===== config.mk =====
export PLATFORM = sky130hd
export DESIGN_NAME = ag32gbd_cart_bus_sync
export DESIGN_NICKNAME = d
export VERILOG_FILES = /design/src/rtl/ag32gbd_cart_bus_sync.sv
export SDC_FILE = /design/constraint.sdc
export NUM_CORES = 1
export LEC_CHECK = 0
export CAP_MARGIN = 0
export CORE_UTILIZATION = 40
export DETAILED_ROUTE_END_ITERATION = 16
export DONT_BUFFER_PORTS = 1
export RECOVER_POWER = 100
export REMOVE_ABC_BUFFERS = 1
export SLEW_MARGIN = 0
export SYNTH_ARGS = -nofsm -noshare
export SYNTH_HDL_FRONTEND = slang
export SYNTH_SLANG_ARGS = --single-unit

===== constraint.sdc =====
create_clock -name sys_clock -period 4.1 [get_ports sys_clock]
set_input_delay 0.41 -clock sys_clock [delete_from_list [all_inputs] [get_ports sys_clock]]
set_output_delay 0.41 -clock sys_clock [all_outputs]
set_load 0.05 [all_outputs]

===== src/rtl/ag32gbd_cart_bus_sync.sv =====
// ---------------------------------------------------------------------------
// ag32gbd_cart_bus_sync
//
// Front end for the Game Boy cartridge bus. The asynchronous cart pins are
// brought into the sys_clock domain, strobes are glitch filtered, and pin
// activity is turned into clean single-cycle events (write commit, read
// start, read address change, read end) that carry a stable address/data.
//
// Ports:
//   sys_clock, resetn       system clock, async active-low reset
//   cart_a, cart_d          raw cart address / data pins (sampled only)
//   cart_nWR/nRD/nCS        raw cart strobes and SRAM chip select
//   err_clr                 one-cycle pulse clearing the sticky error flags
//   wr_strobe               pulse: a cart write committed
//   wr_addr/wr_data/wr_cs   captured address, data and ~nCS of that write
//   rd_start                pulse: a read was accepted, rd_addr valid
//   rd_addr_chg             pulse: address changed and settled mid-read
//   rd_end                  pulse: the read was released
//   rd_active               high from rd_start through rd_end
//   rd_addr/rd_cs           address and ~nCS of the current read
//   err_collision           sticky: nWR and nRD seen low together
//   err_glitch              sticky: a strobe shorter than SETTLE_CYCLES
// ---------------------------------------------------------------------------
module ag32gbd_cart_bus_sync #(
  parameter int SYNC_STAGES   = 2,
  parameter int SETTLE_CYCLES = 3
) (
  input  logic        sys_clock,
  input  logic        resetn,
  input  logic [15:0] cart_a,
  input  logic [7:0]  cart_d,
  input  logic        cart_nWR,
  input  logic        cart_nRD,
  input  logic        cart_nCS,
  input  logic        err_clr,
  output logic        wr_strobe,
  output logic [15:0] wr_addr,
  output logic [7:0]  wr_data,
  output logic        wr_cs,
  output logic        rd_start,
  output logic        rd_addr_chg,
  output logic        rd_end,
  output logic        rd_active,
  output logic [15:0] rd_addr,
  output logic        rd_cs,
  output logic        err_collision,
  output logic        err_glitch
);

  typedef enum logic [2:0] {
    ST_IDLE,
    ST_WR_SETTLE,
    ST_WR_HOLD,
    ST_RD_SETTLE,
    ST_RD_ACTIVE
  } state_t;

  localparam logic [3:0] SETTLE_LAST = 4'(SETTLE_CYCLES - 1);
  localparam logic [3:0] SETTLE_FULL = 4'(SETTLE_CYCLES);
  // With a one-cycle settle the strobe is accepted straight from IDLE.
  localparam bit         SETTLE_NOW  = (SETTLE_CYCLES == 1);

  // Synchroniser chains for the controls, matching plain delay lines for A/D
  logic [SYNC_STAGES-1:0]       nwr_sync_q, nwr_sync_d;
  logic [SYNC_STAGES-1:0]       nrd_sync_q, nrd_sync_d;
  logic [SYNC_STAGES-1:0]       ncs_sync_q, ncs_sync_d;
  logic [SYNC_STAGES-1:0][15:0] a_dly_q, a_dly_d;
  logic [SYNC_STAGES-1:0][7:0]  d_dly_q, d_dly_d;

  logic        nwr_s, nrd_s, ncs_s;
  logic [15:0] a_s;
  logic [7:0]  d_s;

  state_t      state_q, state_d;
  logic [3:0]  settle_cnt_q, settle_cnt_d, settle_inc;
  logic [3:0]  chg_cnt_q, chg_cnt_d;
  logic [15:0] cand_q, cand_d;
  logic [15:0] hold_addr_q, hold_addr_d;
  logic [7:0]  hold_data_q, hold_data_d;
  logic        hold_cs_q, hold_cs_d;

  logic        wr_strobe_q, wr_strobe_d;
  logic [15:0] wr_addr_q, wr_addr_d;
  logic [7:0]  wr_data_q, wr_data_d;
  logic        wr_cs_q, wr_cs_d;
  logic        rd_start_q, rd_start_d;
  logic        rd_addr_chg_q, rd_addr_chg_d;
  logic        rd_end_q, rd_end_d;
  logic        rd_active_q, rd_active_d;
  logic [15:0] rd_addr_q, rd_addr_d;
  logic        rd_cs_q, rd_cs_d;
  logic        err_collision_q, err_collision_d;
  logic        err_glitch_q, err_glitch_d;

  logic        coll_set, glitch_set, rd_accept, rd_release, hold_load;

  // Shift the raw pins into the synchroniser / alignment chains
  always_comb begin
    nwr_sync_d = {nwr_sync_q[SYNC_STAGES-2:0], cart_nWR};
    nrd_sync_d = {nrd_sync_q[SYNC_STAGES-2:0], cart_nRD};
    ncs_sync_d = {ncs_sync_q[SYNC_STAGES-2:0], cart_nCS};
    a_dly_d    = {a_dly_q[SYNC_STAGES-2:0], cart_a};
    d_dly_d    = {d_dly_q[SYNC_STAGES-2:0], cart_d};
  end

  assign nwr_s = nwr_sync_q[SYNC_STAGES-1];
  assign nrd_s = nrd_sync_q[SYNC_STAGES-1];
  assign ncs_s = ncs_sync_q[SYNC_STAGES-1];
  assign a_s   = a_dly_q[SYNC_STAGES-1];
  assign d_s   = d_dly_q[SYNC_STAGES-1];

  assign settle_inc = (settle_cnt_q == 4'hF) ? settle_cnt_q : settle_cnt_q + 4'd1;

  // Next-state and event logic
  always_comb begin
    state_d       = state_q;
    settle_cnt_d  = settle_inc;
    chg_cnt_d     = chg_cnt_q;
    cand_d        = cand_q;
    hold_addr_d   = hold_addr_q;
    hold_data_d   = hold_data_q;
    hold_cs_d     = hold_cs_q;
    wr_strobe_d   = 1'b0;
    wr_addr_d     = wr_addr_q;
    wr_data_d     = wr_data_q;
    wr_cs_d       = wr_cs_q;
    rd_start_d    = 1'b0;
    rd_addr_chg_d = 1'b0;
    rd_end_d      = 1'b0;
    rd_active_d   = rd_active_q;
    rd_addr_d     = rd_addr_q;
    rd_cs_d       = rd_cs_q;
    coll_set      = 1'b0;
    glitch_set    = 1'b0;
    rd_accept     = 1'b0;
    rd_release    = 1'b0;
    hold_load     = 1'b0;

    case (state_q)
      ST_IDLE: begin
        if (!nwr_s) begin
          coll_set  = !nrd_s;
          hold_load = 1'b1;
          state_d   = SETTLE_NOW ? ST_WR_HOLD : ST_WR_SETTLE;
        end else if (!nrd_s) begin
          if (SETTLE_NOW) begin
            rd_accept = 1'b1;
            state_d   = ST_RD_ACTIVE;
          end else begin
            state_d = ST_RD_SETTLE;
          end
        end
      end
      ST_WR_SETTLE: begin
        if (nwr_s) begin
          glitch_set = 1'b1;
          state_d    = ST_IDLE;
        end else begin
          hold_load = 1'b1;
          if (settle_inc == SETTLE_LAST) begin
            state_d = ST_WR_HOLD;
          end
        end
      end
      ST_WR_HOLD: begin
        // Commit what was sampled on the last cycle nWR was still low
        if (nwr_s) begin
          wr_strobe_d = 1'b1;
          wr_addr_d   = hold_addr_q;
          wr_data_d   = hold_data_q;
          wr_cs_d     = hold_cs_q;
          state_d     = ST_IDLE;
        end else begin
          hold_load = 1'b1;
        end
      end
      ST_RD_SETTLE: begin
        if (nrd_s) begin
          glitch_set = 1'b1;
          state_d    = ST_IDLE;
        end else if (settle_inc == SETTLE_LAST) begin
          rd_accept = 1'b1;
          state_d   = ST_RD_ACTIVE;
        end
      end
      ST_RD_ACTIVE: begin
        if (!nwr_s) begin
          rd_release = 1'b1;
          coll_set   = 1'b1;
          state_d    = ST_WR_SETTLE;
        end else if (nrd_s) begin
          rd_release = 1'b1;
          state_d    = ST_IDLE;
        end else begin
          // Count consecutive cycles on one new candidate address; falling
          // back to rd_addr or moving to another value restarts the count.
          cand_d = a_s;
          if (a_s == rd_addr_q) begin
            chg_cnt_d = 4'd0;
          end else if ((a_s != cand_q) || (chg_cnt_q == 4'd0)) begin
            chg_cnt_d = 4'd1;
          end else if (chg_cnt_q != 4'hF) begin
            chg_cnt_d = chg_cnt_q + 4'd1;
          end
          if ((a_s != rd_addr_q) && (chg_cnt_d == SETTLE_FULL)) begin
            rd_addr_d     = a_s;
            rd_cs_d       = ~ncs_s;
            rd_addr_chg_d = 1'b1;
            chg_cnt_d     = 4'd0;
          end
        end
      end
      default: state_d = ST_IDLE;
    endcase

    if (hold_load) begin
      hold_addr_d = a_s;
      hold_data_d = d_s;
      hold_cs_d   = ~ncs_s;
    end

    if (rd_accept) begin
      rd_start_d  = 1'b1;
      rd_active_d = 1'b1;
      rd_addr_d   = a_s;
      rd_cs_d     = ~ncs_s;
      chg_cnt_d   = 4'd0;
      cand_d      = a_s;
    end

    // Leaving the read drops any address change still being qualified
    if (rd_release) begin
      rd_end_d    = 1'b1;
      rd_active_d = 1'b0;
      chg_cnt_d   = 4'd0;
    end

    if (state_d != state_q) begin
      settle_cnt_d = 4'd0;
    end

    // A set in the same cycle as err_clr wins
    err_collision_d = (err_collision_q & ~err_clr) | coll_set;
    err_glitch_d    = (err_glitch_q & ~err_clr) | glitch_set;
  end

  always_ff @(posedge sys_clock or negedge resetn) begin
    if (!resetn) begin
      nwr_sync_q      <= '1;
      nrd_sync_q      <= '1;
      ncs_sync_q      <= '1;
      a_dly_q         <= '0;
      d_dly_q         <= '0;
      state_q         <= ST_IDLE;
      settle_cnt_q    <= '0;
      chg_cnt_q       <= '0;
      cand_q          <= '0;
      hold_addr_q     <= '0;
      hold_data_q     <= '0;
      hold_cs_q       <= 1'b0;
      wr_strobe_q     <= 1'b0;
      wr_addr_q       <= '0;
      wr_data_q       <= '0;
      wr_cs_q         <= 1'b0;
      rd_start_q      <= 1'b0;
      rd_addr_chg_q   <= 1'b0;
      rd_end_q        <= 1'b0;
      rd_active_q     <= 1'b0;
      rd_addr_q       <= '0;
      rd_cs_q         <= 1'b0;
      err_collision_q <= 1'b0;
      err_glitch_q    <= 1'b0;
    end else begin
      nwr_sync_q      <= nwr_sync_d;
      nrd_sync_q      <= nrd_sync_d;
      ncs_sync_q      <= ncs_sync_d;
      a_dly_q         <= a_dly_d;
      d_dly_q         <= d_dly_d;
      state_q         <= state_d;
      settle_cnt_q    <= settle_cnt_d;
      chg_cnt_q       <= chg_cnt_d;
      cand_q          <= cand_d;
      hold_addr_q     <= hold_addr_d;
      hold_data_q     <= hold_data_d;
      hold_cs_q       <= hold_cs_d;
      wr_strobe_q     <= wr_strobe_d;
      wr_addr_q       <= wr_addr_d;
      wr_data_q       <= wr_data_d;
      wr_cs_q         <= wr_cs_d;
      rd_start_q      <= rd_start_d;
      rd_addr_chg_q   <= rd_addr_chg_d;
      rd_end_q        <= rd_end_d;
      rd_active_q     <= rd_active_d;
      rd_addr_q       <= rd_addr_d;
      rd_cs_q         <= rd_cs_d;
      err_collision_q <= err_collision_d;
      err_glitch_q    <= err_glitch_d;
    end
  end

  assign wr_strobe     = wr_strobe_q;
  assign wr_addr       = wr_addr_q;
  assign wr_data       = wr_data_q;
  assign wr_cs         = wr_cs_q;
  assign rd_start      = rd_start_q;
  assign rd_addr_chg   = rd_addr_chg_q;
  assign rd_end        = rd_end_q;
  assign rd_active     = rd_active_q;
  assign rd_addr       = rd_addr_q;
  assign rd_cs         = rd_cs_q;
  assign err_collision = err_collision_q;
  assign err_glitch    = err_glitch_q;

endmodule


## Word-level counts from Yosys, hierarchy flattened

Cells that the tools add are included.
Widths: inputs -> output; s select.

- Muxes and demuxes: 59
- Eq/ne operators: 14
- Add/subtract/negate cells: 2
- Bitwise gates (word level): 6
- Reductions and logical operators: 16

Operators with widths:

| kind | count |
|---|---|
| $mux 16 | 9 |
| $mux 4 | 14 |
| $ne 16x16->1 | 2 |
| $mux 3 | 9 |
| $mux 1 | 24 |
| $eq 16x16->1 | 1 |
| $pmux 3 s5 | 1 |
| $add 4x1->4 const B | 2 |
| $eq 4x2->1 const B | 2 |
| $reduce_bool 2->1 | 4 |
| $eq 3x2->1 const B | 2 |
| $reduce_and 3->1 | 2 |
| $reduce_bool 3->1 | 2 |
| $eq 4x4->1 const B | 1 |
| $logic_not 4->1 | 1 |
| $ne 4x4->1 const B | 1 |
| $pmux 1 s2 | 2 |
| $reduce_and 4->1 | 1 |
| $eq 3x1->1 const B | 1 |
| $eq 3x3->1 const B | 1 |
| $logic_not 3->1 | 1 |
| $ne 3x1->1 const B | 1 |
| $ne 3x3->1 | 1 |
| $reduce_or 3->1 | 1 |
| other kinds (8) | 11 |

- Register bits after elaboration: 155
- Logic and storage cells: 123
- Input port bits: 30

## Logic depth before layout (Yosys ltp)

- Depth after elaboration: 15
- Gate-level depth with buffers: 8
- Gate-level depth less buffers: 7

## Worst setup path after synthesis

OpenSTA, ideal clock, no wires.

- Path kind: register to register
- From: register rd_addr_q[11] (netlist: rd_addr[11])
- To: register rd_addr_q[10] (netlist: rd_addr[10])
- Data arrival time: 2.244 ns
- Period minus slack after synthesis: 2.369 ns
- Cell stages (with the launch flop): 8
- Setup time: 0.125 ns
- Setup slack: 1.731 ns
- Data required time: 3.975 ns
- Buffers on the path: 1
- Cell sequence: dfrtp_1 xnor2_1 nand4_1 nor4_1 nor2_1 a31oi_4 buf_6 mux2_4

- Cells in the longest elaborated chain, start to end: 9
- Elaborated cells between the ends (all ways): 10
- Those cells by class: 3 x eq/ne; 4 x mux; 3 x reduce/logical

RTL lines:

| element | line | text |
|---|---|---|
| start, declared | 90 | `logic [15:0] rd_addr_q, rd_addr_d;` |
| start signal, assigned | 294 | `rd_addr_q <= rd_addr_d;` |
| $eq 16x16->1 | 198 | `if (a_s == rd_addr_q) begin` |
| $mux 4 | 198 |  |
| $mux 4 | 191 | `end else if (nrd_s) begin` |
| $mux 4 | 187 | `if (!nwr_s) begin` |
| $mux 4 | 139 | `case (state_q)` |
| $eq 4x2->1 | 205 | `if ((a_s != rd_addr_q) && (chg_cnt_d == SETTLE_FULL)) begin` |
| $logic_and 1x1->1 * | 205 |  |
| $reduce_bool 2->1 (no line) * | - |  |
| $reduce_and 4->1 (no line) * | - |  |

Every way passes the cells marked *; elsewhere a longest branch is shown, timed or not. The select of a mux whose other input is x is not followed.
A chain may end at the register's enable or synchronous reset.

## Worst setup path after layout

- From: register state_q[1]
- To: register rd_addr_q[12] (netlist: rd_addr[12])

- Cells in the longest elaborated chain, start to end: 4
- Elaborated cells between the ends (all ways): 9
- Those cells by class: 3 x eq/ne; 2 x mux; 4 x reduce/logical

RTL lines:

| element | line | text |
|---|---|---|
| start, declared | 74 | `state_t state_q, state_d;` |
| start signal, assigned | 279 | `state_q <= state_d;` |
| $eq 3x2->1 * | 139 |  |
| $mux 1 * | 139 |  |
| named net rd_accept | 95 | `logic coll_set, glitch_set, rd_accept, rd_release, hold_load;` |
| $ne 2x1->1 (no line) or $reduce_bool 2->1 (tied branches) | - |  |
| $reduce_and 4->1 (no line) | - |  |

The timed path passes the listed nets; every way through them passes the cells marked *.

==> impl_metrics.py <==
metrics = {
    "worst_setup_path": {
        "r2r_setup_slack_ps": 1030,
        "r2r-start": "state_q[1]",
        "r2r-end": "rd_addr[12]",
        "crit_start": "state_q[1]",
        "critPathTopFamily": "simple AND/OR/NAND/NOR gates",
        "cp_cell_sequence": "nand2_1 -> or3_1 -> nor4b_1 -> a31oi_4 -> mux2_1",
        "rr_worst_depth": 5,
        "crit_buf_inv": 0,
        "cp.required_ps": 4390,
        "critPathSlowestCell": "nor4b_1",
        "worstSetupStartpointType": "register",
        "path_max_fanout": 17,
        "critPathKind": "reg -> reg",
        "critPathCapture": "rd_addr[12]",
        "critPathMaxStageDelay_ps": 1150,
        "crit_cells": 5,
        "worstPathArrival_ps": 3350,
        "end_kind": "register",
    },
    "clock_tree": {
        "post_cts_resized": 0,
        "htree_levels": 4,
        "cts.clk_slew.worst_paths_ps": 60,
        "cts-root-buf": "clkbuf_16",
        "clk_latency_ps": 410,
        "cts_hold_buf": 8,
        "post-cts-setup-buffers": 0,
        "cts_buffer_depth": 2,
        "clock-sinks": 155,
        "numCtsBuffers": 17,
        "tritoncts": "yes",
    },
    "power_and_ir_drop": {
        "power_mw": 5.54,
        "vdd_drop_max_mv": 0.496,
        "p_per_area_nw_per_um2": 811,
        "leakagePower_nw": 2.93,
    },
    "synthesis": {
        "synthCells": 388,
        "avgSynthCellArea_um2": 15.1,
        "ys_types": 44,
        "synthTopCellsByArea": "dfrtp_1 64%, mux2_2 13%, dfstp_2 2.7%",
        "async_flop_share_pct": 100,
        "yosysTopAreaCell": "dfrtp_1",
        "yosysWarningCount": 0,
        "synth_ff_type": "dfrtp_1",
        "synth_edf_count": 0,
        "synth.top_cell.area_share_pct": 63.6,
        "synth_area_um2": 5860,
        "yosysSeqAreaShare_pct": 66.3,
        "ys_seq_elements": 155,
    },
    "sta": {
        "final.setup.worst_slack_ps": 1030,
        "setup_viol": 0,
        "fin_worst_skew_ps": 10.3,
        "rsz0062_at_grt": "false",
        "setup-tns-final_ps": 0,
        "tightest_slew_ps": 1770,
        "holdWs_ps": -26.3,
        "finalWorstPathRequiredPeriod_ps": 3070,
        "hold_viol_final": 24,
        "max_freq_ghz": 0.326,
        "finalCritPeriodShare_pct": 74.8,
        "slew_viol_final": 10,
        "slew_headroom_pct": -18.4,
    },
    "route": {
        "avgRoutedWirePerCell_um": 16.8,
        "first_iter_violations": 93,
        "first_pass_iters": 4,
        "vias": 3148,
        "post-route-drc-count": 0,
        "viasPerCell": 5.15,
        "routed_wl_um": 10300,
        "ant_nets": 0,
    },
    "global_route": {
        "track_usage_pct": 15.2,
        "grt_pass1_wl_um": 17000,
        "gr-total-overflow": 0,
        "antenna_found_initial": 0,
        "grt_max_degree": 156,
        "grt_pass1_vias": 3263,
    },
    "finish": {
        "drive_gt1_share_pct": 25.1,
        "nFillCells": 1214,
        "layout.nets": 453,
        "diodes": 0,
        "multiInputGateArea_um2": 1840,
        "stdcell_count": 611,
        "synthToLayoutAreaGrowth_pct": 16.6,
        "post-route-util_pct": 48.5,
        "seq_area_um2": 3890,
    },
    "flow_run": {
        "max_cap_viol_count": 1,
    },
    "floorplanning": {
        "initial_utilization_pct": 41.6,
        "die_height_um": 123,
        "core_um2": 14100,
        "fp.dieArea_um2": 15100,
        "io_pins": 79,
        "die_x_um": 123,
        "rows": 43,
    },
    "status": {
        "violations": "hold timing, capacitance limit, slew limit",
        "status": "complete, but fails checks",
    },
    "placed_design": {
        "placed_cells": 556,
        "numPortBuffers": 0,
        "dpl.hpwl_um": 6630,
        "dpl_worst_slack_ps": 1120,
        "place_congestion": 0.721,
    },
    "hold_path": {
        "hp-class": "in -> async",
    },
}
layout by cell type, fill, tap and decap left out, types with 2 or more instances in the layout:
cell type | synthesis | final
dfrtp_1 | 149 | 149
mux2_2 | 67 | 67
dlygate4sd3_1 | 0 | 23
xnor2_1 | 17 | 17
xor2_1 | 17 | 17
clkbuf_16 | 0 | 17
nor2_1 | 16 | 16
mux2_1 | 5 | 14
inv_1 | 9 | 9
nand2_1 | 7 | 7
o21ai_0 | 5 | 5
nor3_1 | 5 | 5
a31oi_1 | 5 | 5
nand3_1 | 5 | 5
nand4_1 | 5 | 5
dfstp_2 | 6 | 5
a21oi_1 | 4 | 4
nand2b_1 | 4 | 4
nand3b_1 | 4 | 4
nor4_1 | 4 | 4
ha_1 | 4 | 4
a211oi_1 | 3 | 3
clkinv_2 | 0 | 3
inv_6 | 0 | 3
nor4b_1 | 1 | 2
nor3b_1 | 0 | 2
o22ai_1 | 2 | 2
mux2i_1 | 2 | 2
clkinv_4 | 0 | 2
bufinv_16 | 0 | 2
clkbuf_1 | 5 | 2
sequential cells by signal, summed over array words and instances, names as in the netlist, 2 cells and up:
signal and flops:
wr_data 8, ncs_sync_q 2, d_s 8, hold_data_q 8
settle_cnt_q 4, a_dly_d 16, cand_q 16, chg_cnt_q 4
hold_addr_q 16, nwr_sync_q 2, d_dly_d 8, rd_addr 16
state_q 3, nrd_sync_q 2, wr_addr 16, a_s 16
stage by stage:
step | instance area, um^2 | hold slack [ps]
floorplan | 5790 | 114
global placement | 6060 | 123
detailed placement | 6060 | 124
CTS | 6740 | 0.264
global route | 6830 | 0.907
finish | 6830 | -26.3
worst reg2reg max path: stages (launching register included):
cell and delay, ps:
dfrtp_1 550, nand2_1 120, or3_1 350, nor4b_1 1150, a31oi_4 340, mux2_1 450
cells in the mapped netlist, types with 2 or more instances:
library cell	count
xnor2_1	17
a31oi_1	5
xor2_1	17
o22ai_1	2
nand3_1	5
ha_1	4
nor4bb_1	2
nor3_1	5
a211oi_1	3
dfrtp_1	149
mux2_2	67
mux2i_1	2
nand4_1	5
o21ai_0	5
clkbuf_1	5
nor3b_2	2
dfstp_2	6
nand2_1	7
nand3b_1	4
mux2_4	9
mux2_1	5
nor4_1	4
and2_1	2
inv_1	9
nand2b_1	4
a21oi_1	4
buf_1	2
buf_2	6
nor2_1	16
cell families (layout without fill, tap and decap cells):
kind of cell / count (synthesis) / after routing / synth area share, %
flip-flops: 155 / 155 / 66.3
multiplexers: 83 / 83 / 16.5
AND/OR/NAND/NOR: 62 / 62 / 6.30
XOR/XNOR: 34 / 34 / 5.08
AO/OA/AOI/OAI: 27 / 27 / 3.25
buffers and inverters: 23 / 66 / 1.73
adder cells (fa/ha/maj): 4 / 4 / 0.854
area by class of cell:
type / count / share of cell area [%]
inverters: 9 / 0.494
clock buffers: 19 / 6.48
well taps: 180 / 3.30
clock inverters: 12 / 2.01
multi-input cells: 210 / 26.9
flip-flops and latches: 155 / 56.9
repair buffers: 26 / 3.94
worst min-delay path by stage:
stage                        endpoint       from  slack [ps]
after floorplan           a_dly_d[16]     resetn         110
after global placement     wr_addr[4]     resetn         120
after detailed placement   wr_addr[4]     resetn         120
after CTS                 d_dly_d[12]  cart_d[4]         0.3
after global routing      a_dly_d[18]  cart_a[2]         0.9
final                      wr_addr[4]     resetn         -30
routing by layer:
| metal | global-route usage (%) | part of all wire (%) |
|---|---|---|
| met1 | 19.2 | 45 |
| met2 | 23.2 | 48 |
| met3 | 6.27 | 6.4 |
| met4 | 5.87 | 0.74 |
| met5 | 0 | 0 |
report_power, final:
part / leakage, nW / switching (mW) / internal, mW
Combinational: 0.776 / 0.367 / 0.522
Clock: 0.286 / 0.621 / 0.918
Sequential: 1.87 / 1.15 / 1.96
Total: 2.93 / 2.14 / 3.40
(Power assumes the default switching activity.)
